==> src/rtl/ftdi_uart_pkg.sv <==
// ============================================================================
// Module : ftdi_uart_pkg
// Brief  : Shared FSM state type and width helpers for the FTDI UART.
// Rev    : 1.0  initial release
// ============================================================================
`default_nettype none

package ftdi_uart_pkg;

  typedef enum logic [1:0] {
    IDLE  = 2'd0,
    START = 2'd1,
    DATA  = 2'd2,
    STOP  = 2'd3
  } uart_state_t;

  // Counter width that never collapses to zero bits for tiny ranges.
  function automatic int unsigned width_of(input int unsigned n);
    return (n <= 2) ? 1 : $clog2(n);
  endfunction

endpackage

`default_nettype wire

==> src/rtl/ftdi_uart_if.sv <==
// ============================================================================
// Module : ftdi_uart_if
// Brief  : Valid/ready byte streams between the bus side and the FTDI UART.
// Rev    : 1.0  initial release
// ============================================================================
`default_nettype none

interface ftdi_uart_if #(
  parameter int DATA_BITS = 8
);
  logic [DATA_BITS-1:0] tx_data;
  logic                 tx_valid;
  logic                 tx_ready;
  logic [DATA_BITS-1:0] rx_data;
  logic                 rx_valid;
  logic                 rx_ready;
  logic                 rx_frame_err;
  logic                 rx_overrun;

  modport master (
    output tx_data, tx_valid, rx_ready,
    input  tx_ready, rx_data, rx_valid, rx_frame_err, rx_overrun
  );

  modport slave (
    input  tx_data, tx_valid, rx_ready,
    output tx_ready, rx_data, rx_valid, rx_frame_err, rx_overrun
  );
endinterface

`default_nettype wire

==> src/rtl/ftdi_fifo.sv <==
// ============================================================================
// Module : ftdi_fifo
// Brief  : Synchronous FIFO, wrap-bit pointers, head visible combinationally.
// Rev    : 1.0  initial release
// ============================================================================
`default_nettype none

module ftdi_fifo #(
  parameter  int WIDTH = 8,
  parameter  int DEPTH = 16,
  localparam int c_PW  = $clog2(DEPTH)
) (
  input  wire logic             clk,
  input  wire logic             rst_n,
  input  wire logic             push,
  input  wire logic [WIDTH-1:0] wdata,
  input  wire logic             pop,
  output logic      [WIDTH-1:0] rdata,
  output logic                  full,
  output logic                  empty,
  output logic      [c_PW:0]    count
);
  typedef logic [c_PW:0] ptr_t;

  logic [WIDTH-1:0] r_mem [DEPTH];
  ptr_t             r_wr;
  ptr_t             r_rd;
  logic             w_push;
  logic             w_pop;

  assign count  = r_wr - r_rd;
  assign full   = (count == ptr_t'(DEPTH));
  assign empty  = (r_wr == r_rd);
  assign rdata  = r_mem[r_rd[c_PW-1:0]];
  assign w_push = push && !full;
  assign w_pop  = pop && !empty;

  // Storage is cleared so the head reads zero straight out of reset.
  always_ff @(posedge clk or negedge rst_n) begin
    if (!rst_n) begin
      r_wr <= '0;
      r_rd <= '0;
      for (int i = 0; i < DEPTH; i++) r_mem[i] <= '0;
    end else begin
      if (w_push) begin
        r_mem[r_wr[c_PW-1:0]] <= wdata;
        r_wr                  <= r_wr + ptr_t'(1);
      end
      if (w_pop) r_rd <= r_rd + ptr_t'(1);
    end
  end
endmodule

`default_nettype wire

==> src/rtl/ftdi_uart.sv <==
// ============================================================================
// Module : ftdi_uart
// Brief  : Full-duplex FTDI UART with RTS#/CTS# flow control and FIFOs.
// Rev    : 1.0  initial release
// ============================================================================
`default_nettype none

module ftdi_uart #(
  parameter int CLKS_PER_BIT = 434,
  parameter int DATA_BITS    = 8,
  parameter int STOP_BITS    = 1,
  parameter int FIFO_DEPTH   = 16,
  parameter int RTS_MARGIN   = 4,
  parameter int FLOW_CTRL    = 1
) (
  input  wire logic  clk,
  input  wire logic  rst_n,
  input  wire logic  rxd,
  output logic       txd,
  input  wire logic  cts_n,
  output logic       rts_n,
  ftdi_uart_if.slave bus
);
  import ftdi_uart_pkg::*;

  localparam int c_CNT_W = width_of(CLKS_PER_BIT);
  localparam int c_PW    = $clog2(FIFO_DEPTH);
  typedef logic [c_CNT_W-1:0] cnt_t;
  typedef logic [c_PW:0]      lvl_t;
  localparam cnt_t       c_BIT_END   = cnt_t'(CLKS_PER_BIT - 1);
  localparam cnt_t       c_HALF_END  = cnt_t'(CLKS_PER_BIT / 2 - 1);
  localparam logic [2:0] c_DATA_LAST = 3'(DATA_BITS - 1);
  localparam logic [2:0] c_STOP_LAST = 3'(STOP_BITS - 1);
  localparam lvl_t       c_MARGIN    = lvl_t'(RTS_MARGIN);

  logic r_rxd_s1, r_rxd_s2, r_cts_s1, r_cts_s2, r_live, r_rts_n;

  logic                 w_tx_push, w_tx_pop, w_tx_full, w_tx_empty;
  logic [DATA_BITS-1:0] w_tx_dout;
  lvl_t                 w_tx_level_unused;
  logic                 w_rx_push, w_rx_pop, w_rx_full, w_rx_empty;
  logic [DATA_BITS-1:0] w_rx_dout;
  lvl_t                 w_rx_level;

  uart_state_t          r_tx_st, r_rx_st;
  cnt_t                 r_tx_cnt, r_rx_cnt;
  logic [2:0]           r_tx_idx, r_rx_idx;
  logic [DATA_BITS-1:0] r_tx_sh, r_rx_sh, w_tx_sh_nxt;
  logic                 r_txd, r_rx_brk, r_ferr, r_ovr;

  always_ff @(posedge clk or negedge rst_n) begin
    if (!rst_n) begin
      r_rxd_s1 <= 1'b1;
      r_rxd_s2 <= 1'b1;
      r_cts_s1 <= 1'b1;
      r_cts_s2 <= 1'b1;
      r_live   <= 1'b0;
      r_rts_n  <= 1'b1;
    end else begin
      r_rxd_s1 <= rxd;
      r_rxd_s2 <= r_rxd_s1;
      r_cts_s1 <= cts_n;
      r_cts_s2 <= r_cts_s1;
      r_live   <= 1'b1;
      r_rts_n  <= (FLOW_CTRL != 0) ? ((lvl_t'(FIFO_DEPTH) - w_rx_level) < c_MARGIN) : 1'b0;
    end
  end

  assign w_tx_push = bus.tx_valid && bus.tx_ready;
  assign w_tx_pop  = (r_tx_st == IDLE) && !w_tx_empty && ((FLOW_CTRL == 0) || !r_cts_s2);
  assign w_rx_pop  = bus.rx_valid && bus.rx_ready;
  assign w_rx_push = (r_rx_st == STOP) && !r_rx_brk && (r_rx_cnt == c_BIT_END)
                     && r_rxd_s2 && !w_rx_full;
  assign w_tx_sh_nxt = r_tx_sh >> 1;

  ftdi_fifo #(.WIDTH(DATA_BITS), .DEPTH(FIFO_DEPTH)) u_tx_fifo (
    .clk(clk), .rst_n(rst_n), .push(w_tx_push), .wdata(bus.tx_data), .pop(w_tx_pop),
    .rdata(w_tx_dout), .full(w_tx_full), .empty(w_tx_empty), .count(w_tx_level_unused)
  );

  ftdi_fifo #(.WIDTH(DATA_BITS), .DEPTH(FIFO_DEPTH)) u_rx_fifo (
    .clk(clk), .rst_n(rst_n), .push(w_rx_push), .wdata(r_rx_sh), .pop(w_rx_pop),
    .rdata(w_rx_dout), .full(w_rx_full), .empty(w_rx_empty), .count(w_rx_level)
  );

  // txd is registered and set on each transition so the pin never glitches.
  always_ff @(posedge clk or negedge rst_n) begin
    if (!rst_n) begin
      r_tx_st  <= IDLE;
      r_tx_cnt <= '0;
      r_tx_idx <= '0;
      r_tx_sh  <= '0;
      r_txd    <= 1'b1;
    end else begin
      case (r_tx_st)
        IDLE: begin
          r_txd <= 1'b1;
          if (w_tx_pop) begin
            r_tx_sh  <= w_tx_dout;
            r_tx_cnt <= '0;
            r_tx_st  <= START;
            r_txd    <= 1'b0;
          end
        end
        START: begin
          if (r_tx_cnt == c_BIT_END) begin
            r_tx_cnt <= '0;
            r_tx_idx <= '0;
            r_tx_st  <= DATA;
            r_txd    <= r_tx_sh[0];
          end else r_tx_cnt <= r_tx_cnt + cnt_t'(1);
        end
        DATA: begin
          if (r_tx_cnt == c_BIT_END) begin
            r_tx_cnt <= '0;
            r_tx_sh  <= w_tx_sh_nxt;
            if (r_tx_idx == c_DATA_LAST) begin
              r_tx_idx <= '0;
              r_tx_st  <= STOP;
              r_txd    <= 1'b1;
            end else begin
              r_tx_idx <= r_tx_idx + 3'd1;
              r_txd    <= w_tx_sh_nxt[0];
            end
          end else r_tx_cnt <= r_tx_cnt + cnt_t'(1);
        end
        STOP: begin
          if (r_tx_cnt == c_BIT_END) begin
            r_tx_cnt <= '0;
            if (r_tx_idx == c_STOP_LAST) r_tx_st  <= IDLE;
            else                         r_tx_idx <= r_tx_idx + 3'd1;
          end else r_tx_cnt <= r_tx_cnt + cnt_t'(1);
        end
        default: r_tx_st <= IDLE;
      endcase
    end
  end

  // r_rx_brk holds the FSM in STOP after a framing error until the line idles.
  always_ff @(posedge clk or negedge rst_n) begin
    if (!rst_n) begin
      r_rx_st  <= IDLE;
      r_rx_cnt <= '0;
      r_rx_idx <= '0;
      r_rx_sh  <= '0;
      r_rx_brk <= 1'b0;
      r_ferr   <= 1'b0;
      r_ovr    <= 1'b0;
    end else begin
      r_ferr <= 1'b0;
      r_ovr  <= 1'b0;
      case (r_rx_st)
        IDLE: begin
          r_rx_cnt <= '0;
          if (!r_rxd_s2) r_rx_st <= START;
        end
        START: begin
          if (r_rx_cnt == c_HALF_END) begin
            r_rx_cnt <= '0;
            r_rx_idx <= '0;
            r_rx_st  <= r_rxd_s2 ? IDLE : DATA;
          end else r_rx_cnt <= r_rx_cnt + cnt_t'(1);
        end
        DATA: begin
          if (r_rx_cnt == c_BIT_END) begin
            r_rx_cnt <= '0;
            r_rx_sh  <= {r_rxd_s2, r_rx_sh[DATA_BITS-1:1]};
            if (r_rx_idx == c_DATA_LAST) r_rx_st  <= STOP;
            else                         r_rx_idx <= r_rx_idx + 3'd1;
          end else r_rx_cnt <= r_rx_cnt + cnt_t'(1);
        end
        STOP: begin
          if (r_rx_brk) begin
            if (r_rxd_s2) begin
              r_rx_brk <= 1'b0;
              r_rx_st  <= IDLE;
            end
          end else if (r_rx_cnt == c_BIT_END) begin
            r_rx_cnt <= '0;
            if (r_rxd_s2) begin
              r_ovr   <= w_rx_full;
              r_rx_st <= IDLE;
            end else begin
              r_ferr   <= 1'b1;
              r_rx_brk <= 1'b1;
            end
          end else r_rx_cnt <= r_rx_cnt + cnt_t'(1);
        end
        default: r_rx_st <= IDLE;
      endcase
    end
  end

  assign txd              = r_txd;
  assign rts_n            = r_rts_n;
  assign bus.tx_ready     = r_live && !w_tx_full;
  assign bus.rx_valid     = !w_rx_empty;
  assign bus.rx_data      = w_rx_dout;
  assign bus.rx_frame_err = r_ferr;
  assign bus.rx_overrun   = r_ovr;
endmodule

`default_nettype wire

==> src/flat_wrapper.sv <==
// flat-port wrapper written by rule: the top's interface ports become plain ports
module ftdi_uart_flat import ftdi_uart_pkg::*;
#(
  parameter int CLKS_PER_BIT = 434,
  parameter int DATA_BITS    = 8,
  parameter int STOP_BITS    = 1,
  parameter int FIFO_DEPTH   = 16,
  parameter int RTS_MARGIN   = 4,
  parameter int FLOW_CTRL    = 1
)
  (clk, rst_n, rxd, txd, cts_n, rts_n, bus_tx_data, bus_tx_valid, bus_rx_ready, bus_tx_ready, bus_rx_data, bus_rx_valid, bus_rx_frame_err, bus_rx_overrun);
  ftdi_uart_if #(.DATA_BITS(DATA_BITS)) bus_i ();
  input  wire logic clk;
  input  wire logic rst_n;
  input  wire logic rxd;
  output logic txd;
  input  wire logic cts_n;
  output logic rts_n;
  input wire logic [$bits(bus_i.tx_data)-1:0] bus_tx_data;
  input wire logic [$bits(bus_i.tx_valid)-1:0] bus_tx_valid;
  input wire logic [$bits(bus_i.rx_ready)-1:0] bus_rx_ready;
  output wire logic [$bits(bus_i.tx_ready)-1:0] bus_tx_ready;
  output wire logic [$bits(bus_i.rx_data)-1:0] bus_rx_data;
  output wire logic [$bits(bus_i.rx_valid)-1:0] bus_rx_valid;
  output wire logic [$bits(bus_i.rx_frame_err)-1:0] bus_rx_frame_err;
  output wire logic [$bits(bus_i.rx_overrun)-1:0] bus_rx_overrun;
  assign bus_i.tx_data = bus_tx_data;
  assign bus_i.tx_valid = bus_tx_valid;
  assign bus_i.rx_ready = bus_rx_ready;
  assign bus_tx_ready = bus_i.tx_ready;
  assign bus_rx_data = bus_i.rx_data;
  assign bus_rx_valid = bus_i.rx_valid;
  assign bus_rx_frame_err = bus_i.rx_frame_err;
  assign bus_rx_overrun = bus_i.rx_overrun;
  ftdi_uart #(.CLKS_PER_BIT(CLKS_PER_BIT), .DATA_BITS(DATA_BITS), .STOP_BITS(STOP_BITS), .FIFO_DEPTH(FIFO_DEPTH), .RTS_MARGIN(RTS_MARGIN), .FLOW_CTRL(FLOW_CTRL)) u_core (.clk(clk), .rst_n(rst_n), .rxd(rxd), .txd(txd), .cts_n(cts_n), .rts_n(rts_n), .bus(bus_i));
endmodule
==> config.mk <==
export PLATFORM = sky130hd
export DESIGN_NAME = ftdi_uart_flat
export DESIGN_NICKNAME = d
export VERILOG_FILES = /design/src/rtl/ftdi_uart_pkg.sv /design/src/rtl/ftdi_uart_if.sv /design/src/rtl/ftdi_fifo.sv /design/src/rtl/ftdi_uart.sv /design/src/flat_wrapper.sv
export SDC_FILE = /design/constraint.sdc
export NUM_CORES = 1
export LEC_CHECK = 0
export ABC_AREA = 1
export BUFFER_PORTS_ARGS = -buffer_cell sky130_fd_sc_hd__buf_2
export CAP_MARGIN = 20
export CORE_ASPECT_RATIO = 0.5
export CORE_MARGIN = 5
export CORE_UTILIZATION = 35
export CTS_CLUSTER_SIZE = 14
export DETAILED_ROUTE_END_ITERATION = 8
export GPL_TIMING_DRIVEN = 1
export PLACE_DENSITY = 0.6
export SLEW_MARGIN = 20
export SYNTH_ARGS = -nofsm -noshare
export SYNTH_HDL_FRONTEND = slang
export SYNTH_SLANG_ARGS = --single-unit
==> constraint.sdc <==
create_clock -name clk -period 5.7 [get_ports clk]
set_input_delay 0.57 -clock clk [delete_from_list [all_inputs] [get_ports clk]]
set_output_delay 0.57 -clock clk [all_outputs]
set_load 0.02 [all_outputs]
==> impl_metrics.tcl, run 1 <==
set metrics [dict create \
    finalHoldViolations 0 \
    power.share.clock_pct 30.7 \
    numCtsBuffers 34 \
    grt_max_degree 143 \
    start_util_pct 35.7 \
    coreArea_um2 45600 \
    ys_ff_latch 330 \
    dp_slack_ps 1820 \
    ys_seq_area_share_pct 50.7 \
    drive_above_1_share_pct 6.88 \
    clkTransAtPathRegs_ps 60 \
    synthTopCellsByCount "nand2_1 (691), dfrtp_1 (324), nor2_1 (221), o21ai_0 (176), o21ai_1 (112)" \
    yosysMostFrequentCell "nand2_1" \
    detailed_place_hpwl_um 27100 \
    cts.sinks 330 \
    met2_usage_pct 27.3 \
    die_h_um 163 \
    synth_largest_area_cell "dfrtp_1" \
    synthArstFlopShare_pct 100 \
    drc 0 \
    clock_latency_ps 530 \
    crit_path_max_fanout 13 \
    yosysTopAreaCellShare_pct 49.7 \
    fin_nets 2061 \
    clock_skew_ps 24.8 \
    cts_max_path_buffers 3 \
    syn_to_final_growth_pct 9.62 \
    antenna_found_initial 0 \
    period_share_pct 70.3 \
    p_sw_mw 2.49 \
    cts_setup_buffers 0 \
    synth_cell_types 45 \
    maxCapViolations 0 \
    layout_setup_ws_ps 1690 \
    min_period_ps 4010 \
    seqCellArea_um2 8270 \
    endpoint_kind "primary output" \
    cts_tree "done" \
    combPwrFrac_pct 27.0 \
    track_usage_pct 16.9 \
    power.density_nw_per_um2 401 \
    wl_um 42900 \
    diodes 0 \
    power_frac_seq_pct 42.3 \
    yosys_most_used_dff "dfrtp_1" \
    peakVddDrop_uv 171 \
    grt_pass1_vias 12700 \
    routedWlPerCell_um 16.1 \
    yosysWarnings 0 \
    root_buffer "clkbuf_16" \
    use_met3_pct 2.53 \
    viasPerCell 4.95 \
    multiInputGateArea_um2 7080 \
    cp_data_arrival_time_ps 3440 \
    cp.required_ps 5130 \
    ctsResizeCount 0 \
    setup_violations 0 \
    grt-ovfl-total 0 \
    grt_busiest_layer "met2" \
    slew_violations 0 \
    cp-start-kind "flip-flop" \
    power.leakage_nw 8.63 \
    grt_pass1_wl_um 70600 \
    detail_route.iter0.violations 1129 \
    synthCells 2035 \
    die-area_um2 51300 \
    route.vias.total 13200 \
    yosys-top-cells-area "dfrtp_1 (50%), nand2_1 (16%), o21ai_0 (5.4%), nor2_1 (5.1%), o21ai_1 (3.4%)" \
    ctsHoldBuffers 0 \
    worst_r2r_path_depth 11 \
    ios 28 \
    hp-class "input port to asynchronous set/reset pin" \
    drtAntennaViolNets 0 \
    die_w_um 315 \
    synth_nets 2084 \
    met1_usage_pct 23.9 \
    crit_type "flip-flop to primary output" \
    p_int_mw 4.68 \
    netlist_area_um2 16300 \
    htree_levels 2 \
    max-slew-margin-rel_pct 25.9 \
    rsz0062_at_grt "no" \
    first_pass_iters 5 \
    status "finished clean" \
    routabilityCongestion 0.838 \
    synth_edf_count 0 \
    syn-mean-instance-area_um2 8.01 \
    worst_pin_slew_ps 1110 \
    port_buffers 27 \
    tns_ps 0 \
    max_freq_mhz 250 \
    swShare_pct 34.7 \
    nFillCells 4641 \
    rows 55 \
]
[kinds of logic after synthesis]
family | share of synthesized area (%)
other | 0.0230
AOI/OAI and AO/OA | 12.3
buffers and inverters | 5.88
adders and majority gates | 2.73
DFF | 50.7
and+or+nand+nor | 27.2
xor gates and xnor gates | 1.18
[final timing paths]
path | from | endpoint | slack (ps)
setup / recovery | u_core.u_tx_fifo.r_rd[2]$_DFFE_PN0P_ | bus_tx_ready | 1690
hold / removal | rst_n | u_core.u_tx_fifo.r_mem[12]$_DFFE_PN0P_ | 40
setup reg to reg | u_core.u_rx_fifo.r_rd[1]$_DFFE_PN0P_ | u_core.u_rx_fifo.r_mem[108]$_DFFE_PN0P_ | 1740
hold reg to reg | u_core.r_cts_s1$_DFF_PN1_ | u_core.r_cts_s2$_DFF_PN1_ | 360
max in group asynchronous | rst_n | u_core.u_rx_fifo.r_rd[0]$_DFFE_PN0P_ | 4330
min in group clk | cts_n | u_core.r_cts_s1$_DFF_PN1_ | 150
[sequential cells by signal (all words and copies together) (netlist names), 2 cells and up, named ones only]
name	cells
u_core.u_rx_fifo.r_wr	5
u_core.r_rx_sh	8
u_core.u_rx_fifo.r_mem	128
u_core.u_rx_fifo.r_rd	5
u_core.u_tx_fifo.r_rd	5
u_core.r_tx_sh	8
u_core.r_tx_idx	3
u_core.r_rx_idx	3
u_core.u_tx_fifo.r_wr	5
u_core.r_tx_cnt	9
u_core.r_rx_cnt	9
u_core.r_tx_st	2
u_core.u_tx_fifo.r_mem	128
[through the flow]
stage | hold slack [ps] | cells | utilization [%] | total power, mW | area (um^2)
after detailed placement | 347 | 2603 | 36.9 | 5.01 | 16800
after global routing | 120 | 2662 | 39.2 | 7.66 | 17900
final | 38.6 | 2662 | 39.2 | 7.17 | 17900
after floorplan | 274 | 2035 | - | 4.40 | 16300
after global placement | 346 | 2603 | 36.9 | 4.98 | 16800
after CTS | 88.7 | 2662 | 39.2 | 7.25 | 17900
[worst max-delay path, stage by stage, from the launching register on]
cell and delay (ps):
dfrtp_1 660, clkinv_1 470, ha_1 500, nand2_1 100
clkinv_1 70, nand2_1 80, nand2_1 50, nand2_1 50
nand2_1 70, a21boi_0 560, buf_2 280
[routing by layer]
| metal | vias to the layer above | part of all wire [%] |
|---|---|---|
| li1 | 6523 | - |
| met1 | 6297 | 47 |
| met2 | 295 | 46 |
| met3 | 71 | 4.5 |
| met4 | 0 | 2.2 |
| met5 | - | 0 |
[cell type report]
class | count | area share [%]
clock buffers | 52 | 5.42
flip-flops and latches | 330 | 46.2
inverters | 117 | 2.46
repair buffers | 38 | 1.34
well taps | 627 | 4.39
clock inverters | 7 | 0.518
multi-input cells | 1491 | 39.6
[cells in the final DEF (no fill, tap or decap), drive strengths merged, types with 2 or more instances in the layout]
cell and n:
nand4 24, clkbuf 52, o22ai 25, o21ai 288, inv 113, dfstp 6, or2 4, nand3b 3
bufinv 2, o211ai 21, nor2 239, nand2 711, xor2 15, ha 34, dfrtp 324, nor3 5
o221ai 12, clkinv 9, nand3 72, buf 38, a21oi 21, xnor2 7
[power by group through the flow]
stage	combinational [mW]	clock (mW)	sequential [mW]
finish	1.94	2.20	3.03
global route	2.21	2.37	3.08
CTS	1.95	2.27	3.03
detailed placement	1.95	0	3.06
global placement	1.92	0	3.06
floorplan	1.44	0	2.96
(Power assumes the default switching activity.)
==> run 2, diff against run 1 <==
- ABC_AREA: 1 -> 0
- clock period: 5.7 -> 3.8 ns (I/O delays scaled with it)
==> run 2 against run 1 <==
Critical path depth rose by 2. Clock power rose by 46%. Non-clock buffer count rose by 12. Sequential cell count did not move. Critical path type is now flip-flop to flip-flop. Clock skew fell by 7.3 ps. First-iteration DRC count fell by 28%. Register-to-register slack got worse by 1500 ps. Global-route usage fell by 1.2 points. Utilization rose by 0.76 points. Combinational power rose by 27%.
==> impl_metrics.tcl, run 2 <==
set metrics [dict create \
    synth_cell_types 63 \
    ys_ff_latch 330 \
    rows 54 \
    yosysWarnings 0 \
    clkTransAtPathRegs_ps 60 \
    maxCapViolations 0 \
    reg2reg_setup_slack_ps 240 \
    yosysMostFrequentCell "dfrtp_1" \
    synthTopCellsByCount "dfrtp_1 (324), mux2_2 (135), o2bb2ai_1 (128), mux4_2 (66), nand2_1 (64)" \
    die_h_um 159 \
    diodes 0 \
    grt_pass1_vias 10700 \
    grt_max_degree 111 \
    synth_largest_area_cell "dfrtp_1" \
    first_pass_iters 5 \
    fin_nets 1245 \
    max-slew-margin-rel_pct 41.7 \
    route.vias.total 10100 \
    crit_path_max_fanout 8 \
    syn-mean-instance-area_um2 13.3 \
    top_regs "u_core.u_rx_fifo.r_mem (128), u_core.u_tx_fifo.r_mem (128)" \
    power.leakage_nw 7.80 \
    antenna_found_initial 3 \
    viasPerCell 5.60 \
    r2r-end "u_core.u_rx_fifo.r_mem[76]$_DFFE_PN0P_" \
    status "finished clean" \
    finalHoldViolations 0 \
    ys_seq_area_share_pct 52.9 \
    hold_end "u_core.u_tx_fifo.r_mem[19]$_DFFE_PN0P_" \
    endpoint_kind "flip-flop" \
    drtAntennaViolNets 0 \
    drive_above_1_share_pct 26.5 \
    die-area_um2 49200 \
    yosys-top-cells-area "dfrtp_1 (52%), mux2_2 (9.7%), mux4_2 (9.5%), o2bb2ai_1 (7.2%), ha_1 (2.7%)" \
    tns_ps 0 \
    netlist_area_um2 15600 \
    htree_levels 2 \
    detail_route.iter0.violations 818 \
    root_buffer "clkbuf_16" \
    numCtsBuffers 34 \
    max_freq_mhz 281 \
    start_util_pct 35.6 \
    nFillCells 3992 \
    yosys_most_used_dff "dfrtp_1" \
    wl_um 38500 \
    cts_tree "done" \
    syn_to_final_growth_pct 12.1 \
    synth_nets 1227 \
    detailed_place_hpwl_um 25600 \
    min_period_ps 3560 \
    grt-ovfl-total 0 \
    clock_skew_ps 17.5 \
    cp-start-kind "flip-flop" \
    track_usage_pct 15.7 \
    ios 28 \
    peakVddDrop_uv 300 \
    die_w_um 309 \
    grt_pass1_wl_um 62300 \
    yosysTopAreaCellShare_pct 51.9 \
    hp-class "input port to flip-flop" \
    worst_pin_slew_ps 875 \
    setup_violations 0 \
    synth_edf_count 0 \
    final_cell_mix "dfrtp_1 (322), mux2_2 (135), o2bb2ai_1 (128)" \
    synthCells 1178 \
    crit_start "u_core.u_rx_fifo.r_wr[0]$_DFFE_PN0P_" \
    crit_type "flip-flop to flip-flop" \
    hp-start "bus_tx_data[3]" \
    final_common_cell "dfrtp_1" \
    rsz0062_at_grt "no" \
    routedWlPerCell_um 21.3 \
    cp_data_arrival_time_ps 3960 \
    routabilityCongestion 0.813 \
    synthArstFlopShare_pct 100 \
    cp.required_ps 4200 \
    worst_r2r_path_depth 12 \
    cts_max_path_buffers 3 \
    r2r-start "u_core.u_rx_fifo.r_wr[0]$_DFFE_PN0P_" \
    min_path_cells 3 \
    cts.sinks 330 \
    port_buffers 27 \
    clock_latency_ps 520 \
    dpl.cell_count 1743 \
    slew_violations 0 \
    power.density_nw_per_um2 584 \
    drc 0 \
    period_share_pct 93.7 \
    stdcell_count 1804 \
    coreArea_um2 43800 \
]
[run 2: cell count changes in the layout (fill, tap and decap cells not counted), sizes merged, moves of 21 or more]
cell / delta
nor2: -195
mux2: +137
inv: -86
o21ai: -248
o2bb2ai: +128
nand3: -21
mux4: +66
nand2: -647
o22ai: -25
[run 2: per-layer routing]
| metal | up-vias | GRT usage, % | wire, um |
|---|---|---|---|
| li1 | 4463 | - | - |
| met1 | 5303 | 21.4 | 16700 |
| met2 | 273 | 26.1 | 19000 |
| met3 | 60 | 3.02 | 1990 |
| met4 | 6 | 3.78 | 752 |
| met5 | - | 0 | 39 |
[run 2: worst max path at each step]
stage / to / slack (ps)
floorplan: u_core.u_rx_fifo.r_mem[10]$_DFFE_PN0P_ / 220
global placement: u_core.u_rx_fifo.r_mem[46]$_DFFE_PN0P_ / 270
detailed placement: u_core.u_rx_fifo.r_mem[52]$_DFFE_PN0P_ / 160
CTS: u_core.u_rx_fifo.r_mem[52]$_DFFE_PN0P_ / 150
global route: u_core.u_rx_fifo.r_mem[76]$_DFFE_PN0P_ / 6
finish: u_core.u_rx_fifo.r_mem[76]$_DFFE_PN0P_ / 240
[run 2: worst max-delay path, cell delays in order (launching register included)]
cell and delay, ps:
dfrtp_1 410, inv_1 170, ha_1 170, inv_1 60
fa_1 400, a21o_1 200, a21oi_1 180, xnor2_1 90
ha_1 240, nor3b_2 420, nand2_1 290, nor3_4 430
mux2_2 400
[run 2: power breakdown]
group | switching (mW) | internal (mW) | total [mW]
registers | 0.404 | 4.16 | 4.56
logic | 1.33 | 1.13 | 2.46
clock network | 1.36 | 1.85 | 3.21
[run 2: area by class of cell]
type	count	area, um^2	share of cell area [%]
Clock buffer	49	978	5.59
Clock inverter	7	66.3	0.379
Inverter	26	97.6	0.557
Multi-Input combinational cell	754	6980	39.9
Sequential cell	330	8270	47.2
Tap cell	588	736	4.20
Timing Repair Buffer	50	388	2.21
[run 2: through the flow]
stage	setup slack [ps]	hold slack [ps]	power, mW	util (%)	cell area, um^2
2_1_floorplan	221	84.4	6.32	-	15600
3_3_place_gp	271	347	6.92	37.4	16400
3_5_place_dp	156	347	7.06	37.4	16400
4_1_cts	148	261	10.3	39.8	17500
5_1_grt	5.52	294	10.7	39.9	17500
6_report	240	289	10.2	39.9	17500
[run 2: logic make-up after synthesis]
logic type,synth area share (%)
other,0.0240
buffers and inverters,2.44
and+or+nand+nor,8.40
AOI/OAI and AO/OA,11.0
adders and majority gates,2.85
xor gates and xnor gates,1.79
muxes,20.6
DFF,52.9
[run 2: repair_timing]
action	CTS	global route
gates resized for setup	0	1
hold endpoints to repair	68	0
endpoints found under the setup margin	0	50
hold buffers	3	0
setup buffers	0	2
==> run 3, diff against run 2 <==
- SETUP_SLACK_MARGIN: not set -> 0.3
==> run 3 against run 2 <==
First-iteration DRC count fell by 14%. Largest cell class unchanged. Final area increased by 1.6%. Via count increased by 0.58%. Die area stayed put.
==> impl_metrics.tcl, run 3 (synthesized netlist as in run 2, its figures left out) <==
set metrics [dict create \
    drive_above_1_share_pct 28.3 \
    cts_tree "done" \
    drc 0 \
    hp-class "input port to flip-flop" \
    coreArea_um2 43800 \
    power.density_nw_per_um2 590 \
    maxCapViolations 0 \
    swShare_pct 29.9 \
    cts_max_path_buffers 3 \
    first_pass_iters 5 \
    rsz0062_at_grt "yes" \
    grt_pass1_wl_um 62400 \
    fin_nets 1252 \
    tns_ps 0 \
    p_sw_mw 3.14 \
    worst_pin_slew_ps 844 \
    cts.sinks 330 \
    die_h_um 159 \
    endpoint_kind "primary output" \
    htree_levels 1 \
    grt_pass1_vias 10900 \
    crit_path_max_fanout 13 \
    crit_type "flip-flop to primary output" \
    root_buffer "clkbuf_16" \
    slew_violations 0 \
    routabilityCongestion 0.845 \
    viasPerCell 5.60 \
    cp.required_ps 3420 \
    total_power_mw 10.5 \
    port_buffers 27 \
    final_common_cell "dfrtp_1" \
    wl_um 38400 \
    antenna_found_initial 0 \
    route.vias.total 10200 \
    syn_to_final_growth_pct 14.0 \
    clkTransAtPathRegs_ps 70 \
    numCtsBuffers 31 \
    ios 28 \
    top_regs "u_core.u_rx_fifo.r_mem (128), u_core.u_tx_fifo.r_mem (128)" \
    combPwrFrac_pct 24.2 \
    grt_max_degree 109 \
    status "finished clean" \
    p_int_mw 7.35 \
    max-slew-margin-rel_pct 43.6 \
    clock_skew_ps 8.62 \
    drtAntennaViolNets 0 \
    start_util_pct 35.6 \
    final_cell_mix "dfrtp_1 (321), mux2_2 (135), o2bb2ai_1 (128)" \
    setup_violations 0 \
    rows 54 \
    power_frac_seq_pct 43.6 \
    die-area_um2 49200 \
    routedWlPerCell_um 21.2 \
    finalHoldViolations 0 \
    max_freq_mhz 298 \
    track_usage_pct 15.6 \
    peakVddDrop_uv 381 \
    detailed_place_hpwl_um 25700 \
    power.leakage_nw 7.93 \
    power.share.clock_pct 32.2 \
    cp-start-kind "flip-flop" \
    clock_latency_ps 570 \
    die_w_um 309 \
    detail_route.iter0.violations 705 \
    grt-ovfl-total 0 \
    cp_data_arrival_time_ps 2970 \
    period_share_pct 88.3 \
    diodes 0 \
    nFillCells 3968 \
    min_period_ps 3350 \
]
run 3: cell types whose count changed in the layout (fill, tap and decap cells not counted), sizes merged:
cell      change
clkinvlp      -1
clkinv        +1
inv           -1
o21ai         +1
bufinv        +4
clkbuf        -2
buf           +9
run 3: worst paths after layout:
check	startpoint	end	slack, ps	depth (start not counted)
setup reg to reg	u_core.u_rx_fifo.r_wr[0]$_DFFE_PN0P_	u_core.u_rx_fifo.r_mem[65]$_DFFE_PN0P_	460	13
setup / recovery	u_core.u_tx_fifo.r_rd[3]$_DFFE_PN0P_	bus_tx_ready	450	7
min in group asynchronous	rst_n	u_core.u_rx_fifo.r_mem[33]$_DFFE_PN0P_	400	2
max in group asynchronous	rst_n	u_core.u_tx_fifo.r_mem[101]$_DFFE_PN0P_	2420	3
hold / removal	bus_tx_data[7]	u_core.u_tx_fifo.r_mem[55]$_DFFE_PN0P_	230	3
hold reg to reg	u_core.r_cts_s1$_DFF_PN1_	u_core.r_cts_s2$_DFF_PN1_	360	0
run 3: timing repair:
action | in CTS | in global routing
gates cloned | 0 | 1
setup endpoints to repair | 97 | 129
hold buffers | 3 | 0
pin swaps | 9 | 5
endpoints found under the hold margin | 71 | 0
gates resized for setup | 3 | 13
setup buffers | 10 | 2
run 3: stage by stage:
step                      worst slack [ps]  std cells  area, um^2  hold WS [ps]  utilization [%]
after global placement                 250       1742       16400           349             37.4
after global routing                   280       1815       17800           232             40.6
after floorplan                        380       1178       15600          84.4                -
after detailed placement               155       1742       16400           347             37.4
after CTS                              315       1812       17700           203             40.4
final                                  446       1815       17800           233             40.6
run 3: area by class of cell:
class | count | area [um^2] | share of cell area (%)
multi-input cells | 755 | 7040 | 39.6
inverters | 26 | 97.6 | 0.548
well taps | 588 | 736 | 4.13
flip-flops and latches | 330 | 8270 | 46.5
repair buffers | 59 | 534 | 3.00
clock inverters | 10 | 175 | 0.984
clock buffers | 47 | 946 | 5.31
run 3: critical path, stage by stage (launching register included):
cell and delay [ps]:
dfrtp_2 490, inv_1 110, ha_1 340, a21oi_1 360
nor4bb_4 490, o21ai_4 190, and2_1 260, buf_2 170
run 3: routing by layer:
metal  up-vias  wire, um  GRT usage, %
li1       4481         -             -
met1      5371     17000          21.1
met2       245     18600          26.0
met3        67      1710          2.74
met4         0      1100          4.58
met5         -         0             0
run 3: power by group through the flow:
stage	combinational (mW)	clock (mW)	sequential, mW
CTS	2.49	3.46	4.56
global route	2.76	3.59	4.64
floorplan	1.86	0	4.45
finish	2.54	3.38	4.58
detailed placement	2.47	0	4.61
global placement	2.36	0	4.56
